--- config.mk ---
export PLATFORM = sky130hd
export DESIGN_NAME = sia_transmitter_fifo_flat
export DESIGN_NICKNAME = d
export VERILOG_FILES = /design/src/rtl/sia_pkg.sv /design/src/rtl/sia_transmitter_fifo_if.sv /design/src/rtl/sia_tx_fifo.sv /design/src/rtl/sia_transmitter_fifo.sv /design/src/flat_wrapper.sv
export SDC_FILE = /design/constraint.sdc
export NUM_CORES = 1
export LEC_CHECK = 0
export CAP_MARGIN = 20
export CORE_MARGIN = 3
export CORE_UTILIZATION = 45
export DETAILED_ROUTE_END_ITERATION = 6
export PLACE_DENSITY = 0.69
export SLEW_MARGIN = 20
export SYNTH_ARGS = -nofsm -noshare
export SYNTH_HDL_FRONTEND = slang
export SYNTH_SLANG_ARGS = --single-unit
--- constraint.sdc ---
create_clock -name clk_i -period 3.7 [get_ports clk_i]
set_clock_uncertainty 0.1 [all_clocks]
set_input_delay 0.74 -clock clk_i [delete_from_list [all_inputs] [get_ports clk_i]]
set_output_delay 0.74 -clock clk_i [all_outputs]
set_load 0.01 [all_outputs]
--- src/rtl/sia_pkg.sv ---
// SIA transmitter shared definitions.
// State encoding and width helper.
package sia_pkg;

  typedef enum logic [1:0] {
    SIA_IDLE,
    SIA_LOAD,
    SIA_SHIFT
  } sia_state_e;

  function automatic int clog2(input int v);
    int r;
    r = 0;
    for (int i = 0; i < 31; i++) begin
      if ((1 << i) < v) r = i + 1;
    end
    return r;
  endfunction

endpackage

--- src/rtl/sia_transmitter_fifo_if.sv ---
// SIA transmitter CPU/pin bundle.
// master = CPU side and pins, slave = engine.
interface sia_transmitter_fifo_if
  import sia_pkg::*;
#(
  parameter int SW  = 16,
  parameter int BRW = 32,
  parameter int BW  = 5,
  parameter int FD  = 4
);
  localparam int LW = clog2(FD) + 1;

  logic [SW-1:0]  dat_i;
  logic           txreg_we_i;
  logic           txreg_oe_i;
  logic [BRW-1:0] txbaud_i;
  logic [BW-1:0]  bits_i;
  logic           msb_first_i;
  logic           rxd_i;
  logic           txd_o;
  logic           txc_o;
  logic           idle_o;
  logic           full_o;
  logic [LW-1:0]  level_o;
  logic           done_o;
  logic           ovf_o;
  logic [BRW-1:0] brg_o;
  logic [BW-1:0]  bits_o;
  logic [SW-1:0]  dat_o;

  modport master (
    output dat_i, txreg_we_i, txreg_oe_i,
    output txbaud_i, bits_i, msb_first_i,
    output rxd_i,
    input  txd_o, txc_o, idle_o, full_o,
    input  level_o, done_o, ovf_o,
    input  brg_o, bits_o, dat_o
  );

  modport slave (
    input  dat_i, txreg_we_i, txreg_oe_i,
    input  txbaud_i, bits_i, msb_first_i,
    input  rxd_i,
    output txd_o, txc_o, idle_o, full_o,
    output level_o, done_o, ovf_o,
    output brg_o, bits_o, dat_o
  );
endinterface

--- src/rtl/sia_tx_fifo.sv ---
// Transmit word queue, power-of-two depth.
// Head word is read combinationally.
module sia_tx_fifo
  import sia_pkg::*;
#(
  parameter  int W     = 16,
  parameter  int DEPTH = 4,
  localparam int AW    = clog2(DEPTH),
  localparam int LW    = AW + 1
) (
  input  logic          clk_i,
  input  logic          rst_ni,
  input  logic          push_i,
  input  logic          pop_i,
  input  logic [W-1:0]  din_i,
  output logic [W-1:0]  head_o,
  output logic          full_o,
  output logic          empty_o,
  output logic [LW-1:0] level_o
);
  logic [W-1:0]  mem_q [DEPTH];
  logic [AW-1:0] wr_q, wr_d;
  logic [AW-1:0] rd_q, rd_d;
  logic [LW-1:0] cnt_q, cnt_d;
  logic          push_ok, pop_ok;

  assign full_o  = (cnt_q == LW'(DEPTH));
  assign empty_o = (cnt_q == '0);
  assign level_o = cnt_q;
  assign head_o  = mem_q[rd_q];
  assign push_ok = push_i & ~full_o;
  assign pop_ok  = pop_i & ~empty_o;

  // pointer and occupancy update
  always_comb begin
    wr_d  = wr_q + AW'(push_ok);
    rd_d  = rd_q + AW'(pop_ok);
    cnt_d = cnt_q + LW'(push_ok) - LW'(pop_ok);
  end

  // control state
  always_ff @(posedge clk_i or negedge rst_ni) begin
    if (!rst_ni) begin
      wr_q  <= '0;
      rd_q  <= '0;
      cnt_q <= '0;
    end else begin
      wr_q  <= wr_d;
      rd_q  <= rd_d;
      cnt_q <= cnt_d;
    end
  end

  // storage needs no reset; reads are gated by occupancy
  always_ff @(posedge clk_i) begin
    if (push_ok) mem_q[wr_q] <= din_i;
  end
endmodule

--- src/rtl/sia_transmitter_fifo.sv ---
// SIA transmit engine with queued words, BRG and bit clock.
// Define SIA_TX_LOOPBACK_EN to shift rxd_i into the vacated end.
module sia_transmitter_fifo
  import sia_pkg::*;
#(
  parameter int SHIFT_REG_WIDTH = 16,
  parameter int BAUD_RATE_WIDTH = 32,
  parameter int BITS_WIDTH      = 5,
  parameter int FIFO_DEPTH      = 4
) (
  input logic clk_i,
  input logic reset_ni,
  sia_transmitter_fifo_if.slave bus
);
  localparam int SW  = SHIFT_REG_WIDTH;
  localparam int BRW = BAUD_RATE_WIDTH;
  localparam int BW  = BITS_WIDTH;
  localparam int LW  = clog2(FIFO_DEPTH) + 1;

  sia_state_e     state_q, state_d;
  logic [SW-1:0]  sr_q, sr_d;
  logic [BRW-1:0] brg_q, brg_d;
  logic [BW-1:0]  bits_q, bits_d;
  logic           txc_q, txc_d;
  logic           done_q, done_d;
  logic           ovf_q, ovf_d;
  logic           msb_q, msb_d;

  logic           push, pop;
  logic [SW-1:0]  head;
  logic           full, empty;
  logic [LW-1:0]  level;
  logic [BW-1:0]  bits_ld;
  logic [BRW-1:0] half;
  logic           fill;

`ifdef SIA_TX_LOOPBACK_EN
  assign fill = bus.rxd_i;
`else
  logic unused_rxd;
  assign fill       = 1'b1;
  assign unused_rxd = bus.rxd_i;
`endif

  assign push    = bus.txreg_we_i & ~full;
  assign pop     = (state_q == SIA_LOAD);
  assign half    = {1'b0, bus.txbaud_i[BRW-1:1]};
  assign bits_ld = (bus.bits_i > BW'(SW)) ? BW'(SW)
                                          : bus.bits_i;

  sia_tx_fifo #(
    .W     (SW),
    .DEPTH (FIFO_DEPTH)
  ) u_fifo (
    .clk_i   (clk_i),
    .rst_ni  (reset_ni),
    .push_i  (push),
    .pop_i   (pop),
    .din_i   (bus.dat_i),
    .head_o  (head),
    .full_o  (full),
    .empty_o (empty),
    .level_o (level)
  );

  // sequencing, shifting, BRG and bit clock
  always_comb begin
    state_d = state_q;
    sr_d    = sr_q;
    brg_d   = brg_q;
    bits_d  = bits_q;
    txc_d   = txc_q;
    msb_d   = msb_q;
    done_d  = 1'b0;
    ovf_d   = ovf_q | (bus.txreg_we_i & full);
    unique case (1'b1)
      state_q == SIA_IDLE: begin
        if (!empty) state_d = SIA_LOAD;
      end
      state_q == SIA_LOAD: begin
        sr_d   = head;
        brg_d  = bus.txbaud_i;
        bits_d = bits_ld;
        msb_d  = bus.msb_first_i;
        txc_d  = (bits_ld != '0);
        if (bits_ld == '0) begin
          done_d  = 1'b1;
          state_d = SIA_IDLE;
        end else begin
          state_d = SIA_SHIFT;
        end
      end
      state_q == SIA_SHIFT: begin
        if (brg_q != '0) begin
          brg_d = brg_q - BRW'(1);
        end else begin
          sr_d   = msb_q ? {sr_q[SW-2:0], fill}
                         : {fill, sr_q[SW-1:1]};
          brg_d  = bus.txbaud_i;
          bits_d = bits_q - BW'(1);
          txc_d  = (bits_q != BW'(1));
          if (bits_q == BW'(1)) begin
            done_d  = 1'b1;
            state_d = empty ? SIA_IDLE : SIA_LOAD;
          end
        end
      end
      default: state_d = SIA_IDLE;
    endcase
    // compare the next count so the fall lands
    // on the true midpoint of the bit period
    if (brg_d == half) txc_d = 1'b0;
  end

  // engine registers
  always_ff @(posedge clk_i or negedge reset_ni) begin
    if (!reset_ni) begin
      state_q <= SIA_IDLE;
      sr_q    <= '1;
      brg_q   <= '0;
      bits_q  <= '0;
      txc_q   <= 1'b0;
      done_q  <= 1'b0;
      ovf_q   <= 1'b0;
      msb_q   <= 1'b0;
    end else begin
      state_q <= state_d;
      sr_q    <= sr_d;
      brg_q   <= brg_d;
      bits_q  <= bits_d;
      txc_q   <= txc_d;
      done_q  <= done_d;
      ovf_q   <= ovf_d;
      msb_q   <= msb_d;
    end
  end

  assign bus.txd_o   = msb_q ? sr_q[SW-1] : sr_q[0];
  assign bus.txc_o   = txc_q;
  assign bus.idle_o  = (bits_q == '0) & empty &
                       (state_q != SIA_LOAD);
  assign bus.full_o  = full;
  assign bus.level_o = level;
  assign bus.done_o  = done_q;
  assign bus.ovf_o   = ovf_q;
  assign bus.brg_o   = brg_q;
  assign bus.bits_o  = bits_q;
  assign bus.dat_o   = bus.txreg_oe_i ? sr_q : '0;
endmodule

--- src/flat_wrapper.sv ---
// flat-port wrapper written by rule: the top's interface ports become plain ports
module sia_transmitter_fifo_flat import sia_pkg::*;
#(
  parameter int SHIFT_REG_WIDTH = 16,
  parameter int BAUD_RATE_WIDTH = 32,
  parameter int BITS_WIDTH      = 5,
  parameter int FIFO_DEPTH      = 4
)
  (clk_i, reset_ni, bus_dat_i, bus_txreg_we_i, bus_txreg_oe_i, bus_txbaud_i, bus_bits_i, bus_msb_first_i, bus_rxd_i, bus_txd_o, bus_txc_o, bus_idle_o, bus_full_o, bus_level_o, bus_done_o, bus_ovf_o, bus_brg_o, bus_bits_o, bus_dat_o);
  sia_transmitter_fifo_if #(.SW((16)), .BRW((32)), .BW((5)), .FD((4))) bus_i ();
  input logic clk_i;
  input logic reset_ni;
  input wire logic [$bits(bus_i.dat_i)-1:0] bus_dat_i;
  input wire logic [$bits(bus_i.txreg_we_i)-1:0] bus_txreg_we_i;
  input wire logic [$bits(bus_i.txreg_oe_i)-1:0] bus_txreg_oe_i;
  input wire logic [$bits(bus_i.txbaud_i)-1:0] bus_txbaud_i;
  input wire logic [$bits(bus_i.bits_i)-1:0] bus_bits_i;
  input wire logic [$bits(bus_i.msb_first_i)-1:0] bus_msb_first_i;
  input wire logic [$bits(bus_i.rxd_i)-1:0] bus_rxd_i;
  output wire logic [$bits(bus_i.txd_o)-1:0] bus_txd_o;
  output wire logic [$bits(bus_i.txc_o)-1:0] bus_txc_o;
  output wire logic [$bits(bus_i.idle_o)-1:0] bus_idle_o;
  output wire logic [$bits(bus_i.full_o)-1:0] bus_full_o;
  output wire logic [$bits(bus_i.level_o)-1:0] bus_level_o;
  output wire logic [$bits(bus_i.done_o)-1:0] bus_done_o;
  output wire logic [$bits(bus_i.ovf_o)-1:0] bus_ovf_o;
  output wire logic [$bits(bus_i.brg_o)-1:0] bus_brg_o;
  output wire logic [$bits(bus_i.bits_o)-1:0] bus_bits_o;
  output wire logic [$bits(bus_i.dat_o)-1:0] bus_dat_o;
  assign bus_i.dat_i = bus_dat_i;
  assign bus_i.txreg_we_i = bus_txreg_we_i;
  assign bus_i.txreg_oe_i = bus_txreg_oe_i;
  assign bus_i.txbaud_i = bus_txbaud_i;
  assign bus_i.bits_i = bus_bits_i;
  assign bus_i.msb_first_i = bus_msb_first_i;
  assign bus_i.rxd_i = bus_rxd_i;
  assign bus_txd_o = bus_i.txd_o;
  assign bus_txc_o = bus_i.txc_o;
  assign bus_idle_o = bus_i.idle_o;
  assign bus_full_o = bus_i.full_o;
  assign bus_level_o = bus_i.level_o;
  assign bus_done_o = bus_i.done_o;
  assign bus_ovf_o = bus_i.ovf_o;
  assign bus_brg_o = bus_i.brg_o;
  assign bus_bits_o = bus_i.bits_o;
  assign bus_dat_o = bus_i.dat_o;
  sia_transmitter_fifo #(.SHIFT_REG_WIDTH(SHIFT_REG_WIDTH), .BAUD_RATE_WIDTH(BAUD_RATE_WIDTH), .BITS_WIDTH(BITS_WIDTH), .FIFO_DEPTH(FIFO_DEPTH)) u_core (.clk_i(clk_i), .reset_ni(reset_ni), .bus(bus_i));
endmodule
==> impl_metrics.env, run 1 <==
export IMPL_synth_avg_cell_area_sq_um=10.1
export IMPL_initial_core_util_pct=46.4
export IMPL_worstSkewPairLatency_ns=0.43
export IMPL_hold_viol_final=0
export IMPL_grt_pass1_vias=7201
export IMPL_crit_type="flip-flop to flip-flop"
export IMPL_crit_buf_inv=3
export IMPL_combPwrFrac_pct=23.8
export IMPL_final_cells=1178
export IMPL_netSwitchingFraction_pct=31.8
export IMPL_gp_congestion=1.01
export IMPL_hold_buffers=0
export IMPL_die_area_sq_um=18800
export IMPL_core_area_sq_um=16700
export IMPL_internal_power_mw=3.26
export IMPL_power_share_sequential_pct=40.5
export IMPL_fin_setup_tns_ns=0
export IMPL_cp_cell_sequence="inv_1 -> buf_4 -> ha_1 -> nor4b_2 -> buf_4 -> and4_2 -> a31oi_2 -> nor3_1 -> or4_1 -> a21oi_1 -> nand4_1 -> nor4_2 -> a31oi_1"
export IMPL_cts_buffers=17
export IMPL_path_clk_slew_ns=0.07
export IMPL_endpoint_kind="flip-flop"
export IMPL_io_pins=121
export IMPL_slowest_stage="or4_1"
export IMPL_synth_edf_count=64
export IMPL_route_detailed_drc=0
export IMPL_async_flop_share_pct=50.8
export IMPL_ys_warn_count=0
export IMPL_vdd_drop_max_mv=0.600
export IMPL_regArea_sq_um=3590
export IMPL_synthAdderAreaFrac_pct=2.36
export IMPL_cp_required_ns=3.89
export IMPL_rsz0062_at_grt="no"
export IMPL_min_path_type="flip-flop to flip-flop"
export IMPL_yosys_most_used_dff="edfxtp_1"
export IMPL_cp_start_kind="flip-flop"
export IMPL_postRouteAntennaNets=0
export IMPL_drt_wl_total_mm=26.8
export IMPL_ys_types=80
export IMPL_dp_hpwl_mm=20.0
export IMPL_cts_tree="yes"
export IMPL_area_growth_pct=33.4
export IMPL_synth_xor_area_share_pct=2.82
export IMPL_antenna_found_initial=0
export IMPL_p_sw_mw=1.52
export IMPL_multi_input_area_sq_um=3920
export IMPL_synth_compound_area_share_pct=17.0
export IMPL_die_x_um=137
export IMPL_hold_depth=1
export IMPL_ys_ff_latch=130
export IMPL_syn_area_sq_um=7760
export IMPL_grt_pass1_wl_mm=41.5
export IMPL_cts_sinks=130
export IMPL_via_count=7267
export IMPL_fmax_mhz=278
export IMPL_reg2regPathDepth=13
export IMPL_clk_path_buf_depth=2
export IMPL_pwr_density_cell_nw_per_um2=462
export IMPL_reg2reg_slack_ns=0.11
export IMPL_drv_cap=0
export IMPL_num_fill_cells=1398
export IMPL_p_leak_nw=3.88
export IMPL_routedWlPerCell_um=22.7
export IMPL_nets=1018
export IMPL_diodes=0
export IMPL_overflow=0
export IMPL_status="finished clean"
export IMPL_crit_fanout=5
export IMPL_place_port_buffers=119
export IMPL_vias_per_cell=6.17
export IMPL_tightest_slew_ns=0.899
export IMPL_setup_viol=0
export IMPL_htreeDepth=4
export IMPL_drive_gt1_share_pct=19.7
export IMPL_grtUsageTotal_pct=29.2
export IMPL_drt_iter0_markers=771
export IMPL_synth_area_top_cells="edfxtp_1 25%, dfrtp_1 16%, dfstp_2 5.4%, mux4_2 4.6%, nand2_1 3.8%"
export IMPL_dr_pass1_iters=5
export IMPL_yosysMostFrequentCell="nand2_1"
export IMPL_placed_cells=1146
export IMPL_synthMuxAreaShare_pct=7.13
export IMPL_cpPeakStageDelay_ns=0.51
export IMPL_critPathTopFamily="simple AND/OR/NAND/NOR gates"
export IMPL_yosysTopAreaCell="edfxtp_1"
export IMPL_p_clk_share_pct=35.7
export IMPL_yosys_area_share_simple_pct=20.4
export IMPL_path_common_cell="buf_4"
export IMPL_die_y_um=137
export IMPL_cts_setup_buffers=0
export IMPL_max_slew_margin_pct=40.0
export IMPL_synth_top_family_by_area="simple AND/OR/NAND/NOR gates"
export IMPL_fin_crit_ns=3.59
export IMPL_maxSlewViolCount=0
export IMPL_ys_seq_area_share_pct=46.3
export IMPL_num_rows=47
export IMPL_grt_max_degree=67
export IMPL_synthesis_nets=840
export IMPL_netlist_instances=767
export IMPL_cts_root_buffer="clkbuf_16"
export IMPL_period_share_pct=97.2
export IMPL_crit_arrival_ns=3.78
export IMPL_netlist_area_leader_share_pct=24.8
export IMPL_synthTopCellsByCount="78 x nand2_1, 64 x edfxtp_1, 53 x o21ai_0, 50 x dfrtp_1, 43 x nor2_1"
export IMPL_cp_depth=13
export IMPL_whs_ns=0.374
## state kept, by name, summed over array words and instances (netlist names), 2 cells and up
name / count
u_core.bus.bits_o: 5
u_core.bus.brg_o: 32
u_core.sr_q: 16
u_core.state_q: 2
u_core.u_fifo.level_o: 3
u_core.u_fifo.mem_q: 64
u_core.u_fifo.rd_q: 2
u_core.u_fifo.wr_q: 2
## power groups by stage
stage          combinational (mW)  sequential, mW  clock (mW)
4_1_cts                      1.13            1.93        1.73
6_report                     1.14            1.94        1.71
3_5_place_dp                 1.12            1.95           0
3_3_place_gp                 1.11            1.94           0
5_1_grt                      1.22            1.96        1.80
2_1_floorplan               0.546            1.92           0
## worst paths after layout
kind	from	end
worst min register to register	u_core.bus.ovf_o	u_core.bus.ovf_o
max in group asynchronous	reset_ni	u_core.u_fifo.rd_q[0]
worst max register to register	u_core.bus.brg_o[0]	u_core.bus.txc_o
worst min-delay path	u_core.bus.ovf_o	u_core.bus.ovf_o
worst max-delay path	u_core.bus.brg_o[0]	u_core.bus.txc_o
min in group asynchronous	reset_ni	u_core.bus.brg_o[9]
## cells in the final DEF (no fill, tap or decap), types with 6 or more instances in the layout
master and instances:
xnor2_1 13, ha_1 13, inv_1 28, nor3_1 24, nand3_1 21, mux4_2 16, a31oi_1 12, o21ai_0 52
and2_1 22, a221o_1 6, or3_1 13, buf_4 87, a21oi_1 39, dfstp_2 16, nor4_1 13, nor2_1 43
xor2_1 12, a22oi_1 6, mux2i_1 17, nor3b_1 6, nand4_1 11, dfrtp_1 49, clkdlybuf4s50_1 118, and3_1 8
a21o_1 6, edfxtp_1 64, nor2b_1 10, nand2_1 78, clkbuf_16 17
## metal layers
metal / share of wire, % / global-route usage [%] / wire, um
met5: 0 / 0 / 0
met4: 2.6 / 10.3 / 701
met2: 48 / 47.0 / 12700
met3: 8.0 / 5.70 / 2130
met1: 42 / 39.5 / 11200
## timing repair
item | in CTS | in global routing
endpoints found under the setup margin | 1 | 1
pin swaps | 0 | 2
gates resized for setup | 1 | 12
## per-stage QoR
step / setup slack (ns) / power (mW) / instance area [sq um] / util, %
floorplan: 0.544 / 2.47 / 7760 / -
global placement: -0.0483 / 3.04 / 9700 / 58.1
detailed placement: -0.0652 / 3.07 / 9700 / 58.1
CTS: 0.0504 / 4.79 / 10300 / 61.6
global route: 0.0124 / 4.98 / 10300 / 62.0
finish: 0.105 / 4.78 / 10300 / 62.0
## logic make-up after synthesis
kind of cell | after synthesis
adders and majority gates | 14
and+or+nand+nor | 291
xor gates and xnor gates | 25
AOI/OAI and AO/OA | 195
DFF | 130
buffers and inverters | 77
muxes | 35
## cell type report
| class | instances | area share (%) |
|---|---|---|
| Multi-Input combinational cell | 560 | 37.9 |
| Clock inverter | 15 | 1.61 |
| Inverter | 29 | 1.05 |
| Tap cell | 220 | 2.66 |
| Timing Repair Buffer | 207 | 18.0 |
| Sequential cell | 130 | 34.7 |
| Clock buffer | 17 | 4.11 |
(Power assumes the default switching activity.)
==> inputs of run 2 (changes only) <==
==> constraint.sdc (replaced) <==
create_clock -name clk_i -period 3.7 [get_ports clk_i]
set_clock_uncertainty 0.1 [all_clocks]
set_input_delay 0.555 -clock clk_i [delete_from_list [all_inputs] [get_ports clk_i]]
set_output_delay 0.555 -clock clk_i [all_outputs]
set_load 0.1 [all_outputs]
==> run 2 against run 1 <==
Net effect:
- die area stayed put
- non-clock buffer count is 17 higher
- design area increased by 1.3%
- via count increased by 2.8%
- critical path type unchanged
- largest cell class unchanged
- highest routed layer is now met5
==> impl_metrics.env, run 2 (same netlist as run 1, synthesis figures left out) <==
export IMPL_crit_fanout=8
export IMPL_routedWlPerCell_um=23.2
export IMPL_crit_arrival_ns=3.73
export IMPL_area_growth_pct=35.1
export IMPL_grt_pass1_vias=7181
export IMPL_dp_hpwl_mm=20.6
export IMPL_cp_startpoint="u_core.bus.brg_o[10]"
export IMPL_cts_buffers=17
export IMPL_route_detailed_drc=0
export IMPL_place_ws_ns=-0.115
export IMPL_drt_wl_total_mm=27.7
export IMPL_cp_required_ns=3.89
export IMPL_final_common_cell="buf_4"
export IMPL_drv_cap=0
export IMPL_placed_cells=1161
export IMPL_worstSkewPairLatency_ns=0.43
export IMPL_reg2regPathDepth=12
export IMPL_endpoint_kind="flip-flop"
export IMPL_num_rows=47
export IMPL_min_path_type="primary input to asynchronous set/reset pin"
export IMPL_core_area_sq_um=16700
export IMPL_mostFrequentLayoutCells="121 x buf_4, 99 x clkdlybuf4s50_1, 78 x nand2_1"
export IMPL_reg2reg_slack_ns=0.16
export IMPL_overflow=0
export IMPL_max_slew_margin_pct=32.1
export IMPL_grtUsageTotal_pct=29.6
export IMPL_io_pins=121
export IMPL_die_y_um=137
export IMPL_gp_congestion=0.993
export IMPL_final_setup_worst_slack_ns=0.161
export IMPL_initial_core_util_pct=46.4
export IMPL_regToRegStartpoint="u_core.bus.brg_o[10]"
export IMPL_grt_pass1_wl_mm=41.6
export IMPL_drt_iter0_markers=885
export IMPL_num_fill_cells=1402
export IMPL_cts_root_buffer="clkbuf_16"
export IMPL_antenna_found_initial=1
export IMPL_grt_max_degree=43
export IMPL_setup_viol=0
export IMPL_r2r_end="u_core.bus.txc_o"
export IMPL_status="finished clean"
export IMPL_drive_gt1_share_pct=23.5
export IMPL_vdd_drop_max_mv=0.863
export IMPL_p_leak_nw=4.03
export IMPL_maxSlewViolCount=0
export IMPL_via_count=7468
export IMPL_pwr_density_cell_nw_per_um2=513
export IMPL_cts_sinks=130
export IMPL_vias_per_cell=6.25
export IMPL_cts_tree="yes"
export IMPL_diodes=0
export IMPL_tightest_slew_ns=1.02
export IMPL_die_x_um=137
export IMPL_largest_register_ffs=64
export IMPL_final_cells=1195
export IMPL_fmax_mhz=283
export IMPL_htreeDepth=4
export IMPL_die_area_sq_um=18800
export IMPL_period_share_pct=95.6
export IMPL_crit_type="flip-flop to flip-flop"
export IMPL_hold_viol_final=0
export IMPL_cp_start_kind="flip-flop"
export IMPL_rsz0062_at_grt="no"
export IMPL_place_port_buffers=119
export IMPL_postRouteAntennaNets=0
export IMPL_dpl_cell_area_sq_um=9790
export IMPL_whs_ns=0.00992
export IMPL_dr_pass1_iters=5
export IMPL_path_clk_slew_ns=0.08
export IMPL_clk_path_buf_depth=2
export IMPL_stdcell_area_sq_um=10500
export IMPL_regMostFlops="u_core.u_fifo.mem_q"
export IMPL_nets=1035
export IMPL_fin_crit_ns=3.54
export IMPL_endpoint="u_core.bus.txc_o"
[run 2: changes by cell type in the layout (fill, tap and decap cells not counted), sizes merged]
cell / delta
buf: +36
clkdlybuf4s50: -19
clkinv: +3
bufinv: -1
clkinvlp: -1
inv: -1
[run 2: power by group]
part | internal, mW | switching (mW) | leakage (nW)
sequential | 1.76 | 0.188 | 1.31
clock | 0.916 | 0.802 | 0.292
combinational | 0.551 | 1.16 | 2.43
[run 2: layout make-up]
cell class	instances	area, sq um	share of cell area, %
inverter	29	109	1.04
timing repair buffer	224	1960	18.7
tap	220	275	2.63
clock buffer	17	425	4.06
multi-input combinational	560	3940	37.6
sequential	130	3600	34.3
clock inverter	15	180	1.72
[run 2: worst min path at each step]
stage	from	to	slack (ns)	cells past startpoint
2_1_floorplan	reset_ni	u_core.bus.bits_o[0]	0.16	0
3_3_place_gp	u_core.bus.ovf_o	u_core.bus.ovf_o	0.34	1
3_5_place_dp	u_core.bus.ovf_o	u_core.bus.ovf_o	0.35	1
4_1_cts	reset_ni	u_core.bus.brg_o[9]	0.04	1
5_1_grt	reset_ni	u_core.bus.brg_o[9]	0.07	1
6_report	reset_ni	u_core.bus.brg_o[9]	0.01	1
[run 2: what timing repair did]
| action | 4_1_cts | 5_1_grt |
|---|---|---|
| endpoints found under the setup margin | 1 | 1 |
| pin swaps | 0 | 2 |
| hold buffers | 0 | 0 |
| buffers inserted | 0 | 2 |
| resized for setup | 2 | 16 |
[run 2: stage by stage]
stage	util (%)	power [mW]	setup TNS, ns
2_1_floorplan	-	3.01	0
3_3_place_gp	58.6	3.60	-0.101
3_5_place_dp	58.6	3.63	-0.115
4_1_cts	62.3	5.35	0
5_1_grt	62.8	5.56	0
6_report	62.8	5.38	0
[run 2: worst max-delay path, stage by stage (launching register included)]
cell and delay (ns):
dfrtp_1 0.45, or4_1 0.61, nor4_4 0.29, buf_6 0.18, a31oi_1 0.09, a22o_1 0.23
a211o_1 0.33, xnor2_2 0.27, buf_4 0.16, nand4_1 0.15, nor4_2 0.31, buf_4 0.16
a31oi_1 0.07
[run 2: per-layer routing]
| metal | vias to the layer above | global-route usage, % | wire length [um] |
|---|---|---|---|
| met5 | - | 0 | 7 |
| met4 | 2 | 13.0 | 978 |
| li1 | 3320 | - | - |
| met2 | 465 | 45.5 | 12700 |
| met1 | 3595 | 40.4 | 11400 |
| met3 | 86 | 6.61 | 2560 |
==> inputs of run 3 (changes only) <==
--- a/config.mk
+++ b/config.mk
@@ -10,6 +10,7 @@
 export CORE_UTILIZATION = 45
 export DETAILED_ROUTE_END_ITERATION = 6
 export PLACE_DENSITY = 0.69
+export SKIP_CTS_REPAIR_TIMING = 1
 export SLEW_MARGIN = 20
 export SYNTH_ARGS = -nofsm -noshare
 export SYNTH_HDL_FRONTEND = slang
==> run 3 against run 2 <==
Net effect:
- non-clock buffer count is 2 lower
- sequential cell count stayed put
- routed wire length is 0.10% lower
- sequential share of layout area is 0.091 points higher
- register-to-register slack worse by 0.02 ns
- global-route usage is 0.057 points lower
- fmax is 0.65% lower
- clock power hardly changed
- clock-buffer cell count stayed put
- via count is 0.23% lower
- largest power group unchanged
==> impl_metrics.env, run 3 (same netlist as run 1, synthesis figures left out) <==
export IMPL_dp_hpwl_mm=20.6
export IMPL_area_growth_pct=34.7
export IMPL_route_detailed_drc=0
export IMPL_min_path_type="primary input to asynchronous set/reset pin"
export IMPL_initial_core_util_pct=46.4
export IMPL_endpoint_kind="flip-flop"
export IMPL_io_pins=121
export IMPL_p_clk_share_pct=32.0
export IMPL_via_count=7451
export IMPL_final_common_cell="buf_4"
export IMPL_regArea_sq_um=3590
export IMPL_crit_fanout=8
export IMPL_grtUsageTotal_pct=29.6
export IMPL_utilization_pct=62.6
export IMPL_fin_setup_tns_ns=0
export IMPL_antenna_found_initial=0
export IMPL_drt_iter0_markers=832
export IMPL_max_slew_margin_pct=32.1
export IMPL_drv_cap=0
export IMPL_vias_per_cell=6.25
export IMPL_tightest_slew_ns=1.01
export IMPL_combPwrFrac_pct=31.7
export IMPL_placed_cells=1161
export IMPL_crit_arrival_ns=3.75
export IMPL_postRouteAntennaNets=0
export IMPL_period_share_pct=96.3
export IMPL_internal_power_mw=3.23
export IMPL_fin_crit_ns=3.56
export IMPL_setup_viol=0
export IMPL_rsz0062_at_grt="no"
export IMPL_largest_register_ffs=64
export IMPL_multi_input_area_sq_um=3920
export IMPL_gp_congestion=0.993
export IMPL_maxSlewViolCount=0
export IMPL_hold_viol_final=0
export IMPL_die_area_sq_um=18800
export IMPL_dr_pass1_iters=5
export IMPL_netSwitchingFraction_pct=39.9
export IMPL_status="finished clean"
export IMPL_core_area_sq_um=16700
export IMPL_vdd_drop_max_mv=0.861
export IMPL_fmax_mhz=281
export IMPL_cts_buffers=17
export IMPL_die_y_um=137
export IMPL_num_fill_cells=1400
export IMPL_drive_gt1_share_pct=22.8
export IMPL_cts_tree="yes"
export IMPL_grt_max_degree=43
export IMPL_drt_wl_total_mm=27.7
export IMPL_cp_required_ns=3.89
export IMPL_cts_root_buffer="clkbuf_16"
export IMPL_p_sw_mw=2.14
export IMPL_p_total_mw=5.37
export IMPL_htreeDepth=4
export IMPL_diodes=0
export IMPL_crit_type="flip-flop to flip-flop"
export IMPL_nets=1033
export IMPL_path_clk_slew_ns=0.08
export IMPL_cp_start_kind="flip-flop"
export IMPL_mostFrequentLayoutCells="119 x buf_4, 99 x clkdlybuf4s50_1, 78 x nand2_1"
export IMPL_p_leak_nw=4.02
export IMPL_overflow=0
export IMPL_place_port_buffers=119
export IMPL_regMostFlops="u_core.u_fifo.mem_q"
export IMPL_cts_sinks=130
export IMPL_num_rows=47
export IMPL_grt_pass1_wl_mm=41.5
export IMPL_die_x_um=137
export IMPL_power_share_sequential_pct=36.3
export IMPL_grt_pass1_vias=7129
export IMPL_routedWlPerCell_um=23.2
export IMPL_pwr_density_cell_nw_per_um2=514
export IMPL_worstSkewPairLatency_ns=0.43
export IMPL_final_cells=1193
export IMPL_clk_path_buf_depth=2
[run 3: stage by stage]
stage | hold WS [ns] | cell area [sq um] | setup WS, ns
after floorplan | 0.159 | 7770 | 0.0363
final | 0.0132 | 10400 | 0.138
after global routing | 0.0613 | 10400 | 0.000393
after detailed placement | 0.346 | 9790 | -0.115
after CTS | 0.0370 | 10400 | -0.157
after global placement | 0.339 | 9790 | -0.101
[run 3: final timing paths]
kind                                      from                  end  slack [ns]  cells after the start
setup / recovery           u_core.bus.brg_o[9]     u_core.bus.txc_o        0.14                     12
hold / removal                        reset_ni  u_core.bus.brg_o[9]        0.01                      1
setup reg to reg           u_core.bus.brg_o[9]     u_core.bus.txc_o        0.14                     12
hold reg to reg               u_core.bus.ovf_o     u_core.bus.ovf_o        0.36                      1
max in group asynchronous             reset_ni       u_core.sr_q[5]        2.48                      2
min in group clk_i            u_core.bus.ovf_o     u_core.bus.ovf_o        0.36                      1
[run 3: metal layers]
layer / vias up / track usage (%) / wire, um
li1: 3306 / - / -
met1: 3618 / 40.6 / 11400
met2: 448 / 45.7 / 12700
met3: 79 / 6.28 / 2550
met4: 0 / 12.1 / 955
met5: - / 0 / 0
[run 3: power groups by stage]
| stage | registers [mW] | clock network [mW] | logic, mW |
|---|---|---|---|
| floorplan | 2.43 | 0 | 0.584 |
| global placement | 1.94 | 0 | 1.66 |
| detailed placement | 1.96 | 0 | 1.67 |
| CTS | 1.94 | 1.73 | 1.68 |
| global route | 1.98 | 1.79 | 1.79 |
| finish | 1.95 | 1.72 | 1.70 |
[run 3: worst max-delay path, stage by stage (launching register included)]
cell     delay [ns]
dfrtp_1        0.49
or4_1          0.59
nor4_4         0.30
buf_6          0.19
a31oi_1        0.09
a22o_1         0.22
a211o_1        0.33
xnor2_2        0.26
buf_4          0.16
nand4_1        0.15
nor4_2         0.31
buf_4          0.16
a31oi_1        0.07
[run 3: cell type report]
class	instances	share of cell area [%]
clock inverter	15	1.72
sequential	130	34.4
tap	220	2.63
timing repair buffer	222	18.6
clock buffer	17	4.07
inverter	29	1.04
multi-input combinational	560	37.6
